--- config.mk ---
export PLATFORM = sky130hd
export DESIGN_NAME = video_timing_ctrl
export DESIGN_NICKNAME = d
export VERILOG_FILES = /design/src/rtl/timing_pkg.sv /design/src/rtl/timing_axis.sv /design/src/rtl/video_timing_ctrl.sv
export SDC_FILE = /design/constraint.sdc
export NUM_CORES = 1
export LEC_CHECK = 0
export ABC_AREA = 1
export BUFFER_PORTS_ARGS = -buffer_cell sky130_fd_sc_hd__buf_2
export CORE_MARGIN = 2
export CORE_UTILIZATION = 52
export DETAILED_ROUTE_END_ITERATION = 12
export GPL_ROUTABILITY_DRIVEN = 0
export GPL_TIMING_DRIVEN = 1
export PLACE_DENSITY = 0.8
export SLEW_MARGIN = 0
export SYNTH_ARGS = -nofsm -noshare
export SYNTH_HDL_FRONTEND = slang
export SYNTH_HIERARCHICAL = 1
export SYNTH_SLANG_ARGS = --single-unit
--- constraint.sdc ---
create_clock -name clock -period 2.5 [get_ports clock]
set_clock_uncertainty 0.1 [all_clocks]
set_input_delay 0.125 -clock clock [delete_from_list [all_inputs] [get_ports clock]]
set_output_delay 0.125 -clock clock [all_outputs]
set_load 0.01 [all_outputs]
--- src/rtl/timing_pkg.sv ---
// timing_pkg: shared video timing defaults (1920x1080 CEA timing) and per-axis phase encoding.
package timing_pkg;
    typedef enum logic [1:0] {ACTIVE, FRONT, SYNC, BACK} axisState_t;
    localparam int DEF_BUS_WIDTH = 12;
    localparam int DEF_H_ACTIVE  = 1920;
    localparam int DEF_H_FP      = 88;
    localparam int DEF_H_SYNC    = 44;
    localparam int DEF_H_BP      = 148;
    localparam int DEF_V_ACTIVE  = 1080;
    localparam int DEF_V_FP      = 4;
    localparam int DEF_V_SYNC    = 5;
    localparam int DEF_V_BP      = 36;
    function automatic int axisTotal(int a, int f, int s, int b);
        return a + f + s + b;
    endfunction
endpackage

--- src/rtl/timing_axis.sv ---
// timing_axis: one timing axis -- position counter plus ACTIVE/FRONT/SYNC/BACK phase FSM.
// wrap is combinational so a following axis can step on the same clock.
module timing_axis
    import timing_pkg::*;
#(
    parameter int busWidth  = DEF_BUS_WIDTH,
    parameter int activeLen = DEF_H_ACTIVE,
    parameter int fpLen     = DEF_H_FP,
    parameter int syncLen   = DEF_H_SYNC,
    parameter int bpLen     = DEF_H_BP
) (
    input  logic                clock,
    input  logic                reset_n,
    input  logic                step,
    output logic [busWidth-1:0] count,
    output logic [1:0]          nextState,
    output logic                wrap
);
    localparam int total = axisTotal(activeLen, fpLen, syncLen, bpLen);
    localparam logic [busWidth-1:0] lastIdx    = busWidth'(total - 1);
    localparam logic [busWidth-1:0] one        = busWidth'(1);
    localparam logic [busWidth-1:0] frontStart = busWidth'(activeLen);
    localparam logic [busWidth-1:0] syncStart  = busWidth'(activeLen + fpLen);
    localparam logic [busWidth-1:0] backStart  = busWidth'(activeLen + fpLen + syncLen);

    if (activeLen < 1 || fpLen < 0 || syncLen < 0 || bpLen < 0 || total > 2 ** busWidth) begin : gBadTiming
        $error("timing_axis: timing total %0d does not fit in %0d bits", total, busWidth);
    end

    axisState_t state, stateNext;
    logic [busWidth-1:0] countNext;

    assign wrap      = step && count == lastIdx;
    assign nextState = stateNext;

    // Later phases are tested first so a zero-length phase yields to the one sharing its start.
    always_comb begin
        countNext = !step ? count : wrap ? '0 : count + one;
        stateNext = state;
        if (step) begin
            if (bpLen > 0 && countNext == backStart) stateNext = BACK;
            else if (syncLen > 0 && countNext == syncStart) stateNext = SYNC;
            else if (fpLen > 0 && countNext == frontStart) stateNext = FRONT;
            else if (countNext == '0) stateNext = ACTIVE;
        end
    end

    always_ff @(posedge clock or negedge reset_n)
        if (!reset_n) begin
            count <= '0;
            state <= ACTIVE;
        end else begin
            count <= countNext;
            state <= stateNext;
        end
endmodule

--- src/rtl/video_timing_ctrl.sv ---
// video_timing_ctrl: raster timing generator; all flags are registered from the axes' next
// phase so they line up with hCount/vCount on the same cycle.
module video_timing_ctrl
    import timing_pkg::*;
#(
    parameter int   busWidth = DEF_BUS_WIDTH,
    parameter int   H_ACTIVE = DEF_H_ACTIVE,
    parameter int   H_FP     = DEF_H_FP,
    parameter int   H_SYNC   = DEF_H_SYNC,
    parameter int   H_BP     = DEF_H_BP,
    parameter int   V_ACTIVE = DEF_V_ACTIVE,
    parameter int   V_FP     = DEF_V_FP,
    parameter int   V_SYNC   = DEF_V_SYNC,
    parameter int   V_BP     = DEF_V_BP,
    parameter logic SYNC_POL = 1'b1
) (
    input  logic                clock,
    input  logic                reset_n,
    input  logic                enable,
    output logic [busWidth-1:0] hCount,
    output logic [busWidth-1:0] vCount,
    output logic                hSync,
    output logic                vSync,
    output logic                dataEnable,
    output logic                lineStart,
    output logic                frameStart
);
    logic [1:0] hState, vState;
    logic hWrap, vWrap;

    timing_axis #(
        .busWidth(busWidth), .activeLen(H_ACTIVE), .fpLen(H_FP), .syncLen(H_SYNC), .bpLen(H_BP)
    ) hAxis (
        .clock(clock), .reset_n(reset_n), .step(enable),
        .count(hCount), .nextState(hState), .wrap(hWrap)
    );

    timing_axis #(
        .busWidth(busWidth), .activeLen(V_ACTIVE), .fpLen(V_FP), .syncLen(V_SYNC), .bpLen(V_BP)
    ) vAxis (
        .clock(clock), .reset_n(reset_n), .step(hWrap),
        .count(vCount), .nextState(vState), .wrap(vWrap)
    );

    // Axis phases hold while stepping is off, so the level flags hold without an enable term.
    always_ff @(posedge clock or negedge reset_n)
        if (!reset_n) begin
            hSync      <= ~SYNC_POL;
            vSync      <= ~SYNC_POL;
            dataEnable <= 1'b1;
            lineStart  <= 1'b1;
            frameStart <= 1'b1;
        end else begin
            hSync      <= (hState == SYNC) ? SYNC_POL : ~SYNC_POL;
            vSync      <= (vState == SYNC) ? SYNC_POL : ~SYNC_POL;
            dataEnable <= hState == ACTIVE && vState == ACTIVE;
            lineStart  <= hWrap;
            frameStart <= vWrap;
        end
endmodule

==> qor.tcl <==
set qor(synthCells) 331
set qor(largest_net_degree_at_the_start_of_global_routing) 34
set qor(track_usage_pct) 22.31
set qor(critPathArrivalTime_ns) 2.68
set qor(drv.max_cap_violation_count) 0
set qor(grt-ovfl-total) 0
set qor(violations) {setup timing}
set qor(timing.final.setup_violations) 3
set qor(finalCriticalPeriod_ns) 2.563
set qor(die-area_um2) 4920
set qor(dp_cells) 426
set qor(mostFrequentLayoutCells) {sky130_fd_sc_hd__nand2_1, sky130_fd_sc_hd__inv_1, sky130_fd_sc_hd__nor2_1}
set qor(crit_end_category) {register}
set qor(post_synth_edffs) 0
set qor(post_place_instance_area_um2) 2577
set qor(ios) 32
set qor(grt_pass1_vias) 1951
set qor(worst_ir_drop_vdd_v) 0.0004356
set qor(die_h_um) 70.14
set qor(route.detailed.wl_per_inst_um) 12.64
set qor(clock-root-buffer) {sky130_fd_sc_hd__clkbuf_8}
set qor(hp-class) {input pin to register}
set qor(grt_setup_unrepaired) {yes}
set qor(syn_avg_cell_area_um2) 6.872
set qor(p_total_mw) 2.177
set qor(ff_to_ff_path_depth) 18
set qor(worstSkewPairLatency_ns) 0.28
set qor(tritoncts) {built}
set qor(post-route-worst-setup-slack_ns) -0.06267
set qor(initial_antenna_violation_count) 0
set qor(clock_tree.buffer_depth) 2
set qor(cts-htree-levels) 2
set qor(synth_seq_cells) 33
set qor(core_area_um2) 4294
set qor(sequential_cell_area_um2) 829.5
set qor(synth_xor_xnor_area_share_pct) 0
set qor(fin_worst_hold_slack_ns) 0.2001
set qor(area_growth_syn_to_layout_pct) 24.75
set qor(yosys_most_used_dff) {sky130_fd_sc_hd__dfrtp_1}
set qor(setup.worst_path.start_class) {register}
set qor(tritoncts.num_buffers) 5
set qor(final_layout_size_suffix_gt1_share_pct) 34.69
set qor(yosys.area_share.simple_pct) 46.59
set qor(vias) 2272
set qor(finalInstanceArea_um2) 2838
set qor(run_status) {finished, violations left}
set qor(post_synth_top_area_cell) {sky130_fd_sc_hd__dfrtp_1}
set qor(synth_top_area_share_pct) 33.00
set qor(required_ns) 2.62
set qor(synthesis.yosys.warnings) 6
set qor(cts.sinks) 33
set qor(initial_core_util_pct) 52.97
set qor(max_slew.worst_pin.slew_ns) 0.7346
set qor(grt_pass1_wl_mm) 8.811
set qor(antenna-diode-count) 0
set qor(fillers) 357
set qor(timing.final.max_slew_violations) 0
set qor(synth_fa_ha_area_share_pct) 1.650
set qor(multi_input_comb_area_um2) 1226
set qor(mostFrequentLayoutCell) {sky130_fd_sc_hd__nand2_1}
set qor(crit_type) {register to register}
set qor(crit_path_max_fanout) 8
set qor(synth_compound_gate_area_share_pct) 3.685
set qor(floorplan_die_width_um) 70.14
set qor(pre_cts_slack_ns) 0.0007336
set qor(finalNetCount) 397
set qor(clk_pin_slew_worst_paths_ns) 0.08
set qor(power_density_nw_per_um2) 767.1
set qor(drcViolationCount) 0
set qor(final_cell_count_no_fill) 444
set qor(synth_cell_type_count) 25
set qor(hpwl_mm) 3.921
set qor(detail_route.first_pass.iterations) 5
set qor(ff2ff_setup_slack_ns) -0.06
set qor(synth.area.top_cells) {sky130_fd_sc_hd__dfrtp_1, sky130_fd_sc_hd__nand2_1, sky130_fd_sc_hd__inv_1}
set qor(whs_path_depth) 5
set qor(drt-total-wl_mm) 5.611
set qor(synth_top_family_by_area) {simple AND/OR/NAND/NOR gates}
set qor(synth_nets) 337
set qor(dr.first_iter.drc_count) 157
set qor(post_synth_mux_area_share_pct) 0
set qor(slew_headroom_pct) 51.03
set qor(rows) 24
set qor(clock.fmax_mhz) 390.2
set qor(port_buffers) 31
set qor(report.final.hold_viol_count) 0
set qor(static-leakage-power_nw) 1.535
set qor(final_min_period_over_clock_period_pct) 102.5
set qor(asyncSetResetFlopFracSynth_pct) 100.0
set qor(detail_route.vias_per_cell) 5.117
set qor(drtAntennaViolNets) 0
set qor(synth.cell_area_um2) 2275
set qor(synth_seq_area_share_pct) 36.47
==> power breakdown <==
| part | switching [mW] | total, mW | internal, mW |
|---|---|---|---|
| logic | 0.537 | 0.870 | 0.334 |
| registers | 0.0706 | 0.700 | 0.629 |
| clock network | 0.210 | 0.606 | 0.396 |
==> cell families (layout without fill, tap and decap cells) <==
| group | count (synthesis) | after routing |
|---|---|---|
| AOI/OAI and AO/OA | 12 | 12 |
| DFF | 33 | 33 |
| and+or+nand+nor | 217 | 217 |
| adders and majority gates | 3 | 3 |
| buffers and inverters | 66 | 127 |
==> final cells by class <==
cell class / instances / area share [%]
Multi-Input combinational cell: 232 / 43.21
Inverter: 64 / 8.642
Clock buffer: 5 / 2.425
Tap cell: 52 / 2.293
Clock inverter: 3 / 2.293
Timing Repair Buffer: 55 / 11.90
Sequential cell: 33 / 29.23
==> timing repair <==
action / CTS / global route
setup buffers: 0 / 9
hold buffers: 1 / 0
setup endpoints to repair: 2 / 4
gates cloned: 0 / 0
hold endpoints to repair: 30 / 0
pin swaps: 2 / 15
gates resized for setup: 1 / 16
==> routing by layer <==
metal  track usage (%)  vias to the layer above  wire (um)
met5                 0                        -          0
met4             6.624                        0         95
met3             3.896                       14        325
met2             34.29                       93       2678
met1             32.28                     1041       2511
li1                  -                     1124          -
==> synth_stat cells (8+ instances only) <==
master / number
sky130_fd_sc_hd__dfrtp_1: 30
sky130_fd_sc_hd__inv_1: 54
sky130_fd_sc_hd__inv_2: 9
sky130_fd_sc_hd__nand2_1: 94
sky130_fd_sc_hd__nand2_2: 17
sky130_fd_sc_hd__nand3_1: 31
sky130_fd_sc_hd__nand3_2: 8
sky130_fd_sc_hd__nor2_1: 41
sky130_fd_sc_hd__nor2_2: 10
sky130_fd_sc_hd__nor2_4: 8
==> metrics by stage <==
step,TNS (ns),utilization (%)
2_1_floorplan,0,-
3_3_place_gp,0,60.02
3_5_place_dp,0,60.02
4_1_cts,0,63.46
5_1_grt,-0.6689,66.08
6_report,-0.1297,66.08
==> worst paths after layout <==
| check | start | to |
|---|---|---|
| max reg2reg | hAxis/count[1] | vSync |
| min reg2reg | hAxis/state[1] | hAxis/state[1] |
| min in group asynchronous | reset_n | hAxis/count[6] |
| max | hAxis/count[1] | vSync |
| max in group asynchronous | reset_n | hAxis/count[9] |
| min | enable | hAxis/count[2] |
==> worst max-delay path: stages (launching register included) <==
cell,delay [ns]
sky130_fd_sc_hd__dfrtp_1,0.37
sky130_fd_sc_hd__ha_2,0.20
sky130_fd_sc_hd__nand2_2,0.09
sky130_fd_sc_hd__nor2_4,0.14
sky130_fd_sc_hd__nand3_4,0.10
sky130_fd_sc_hd__clkinv_4,0.10
sky130_fd_sc_hd__buf_4,0.10
sky130_fd_sc_hd__nand3_1,0.08
sky130_fd_sc_hd__nor2_2,0.11
sky130_fd_sc_hd__nand4_1,0.10
sky130_fd_sc_hd__nand2_2,0.12
sky130_fd_sc_hd__nand3b_1,0.13
sky130_fd_sc_hd__nor2_4,0.15
sky130_fd_sc_hd__nand3b_1,0.12
sky130_fd_sc_hd__nand3_1,0.11
sky130_fd_sc_hd__nor2_1,0.05
sky130_fd_sc_hd__nor2_1,0.15
sky130_fd_sc_hd__inv_1,0.08
sky130_fd_sc_hd__nor2_1,0.10
==> registers in the layout, summed over array words and instances, names as in the netlist <==
| signal | cells |
|---|---|
| dataEnable | 1 |
| frameStart | 1 |
| hAxis/count | 12 |
| hAxis/state | 2 |
| hSync | 1 |
| lineStart | 1 |
| vAxis/count | 12 |
| vAxis/state | 2 |
| vSync | 1 |
(Power assumes the default switching activity.)
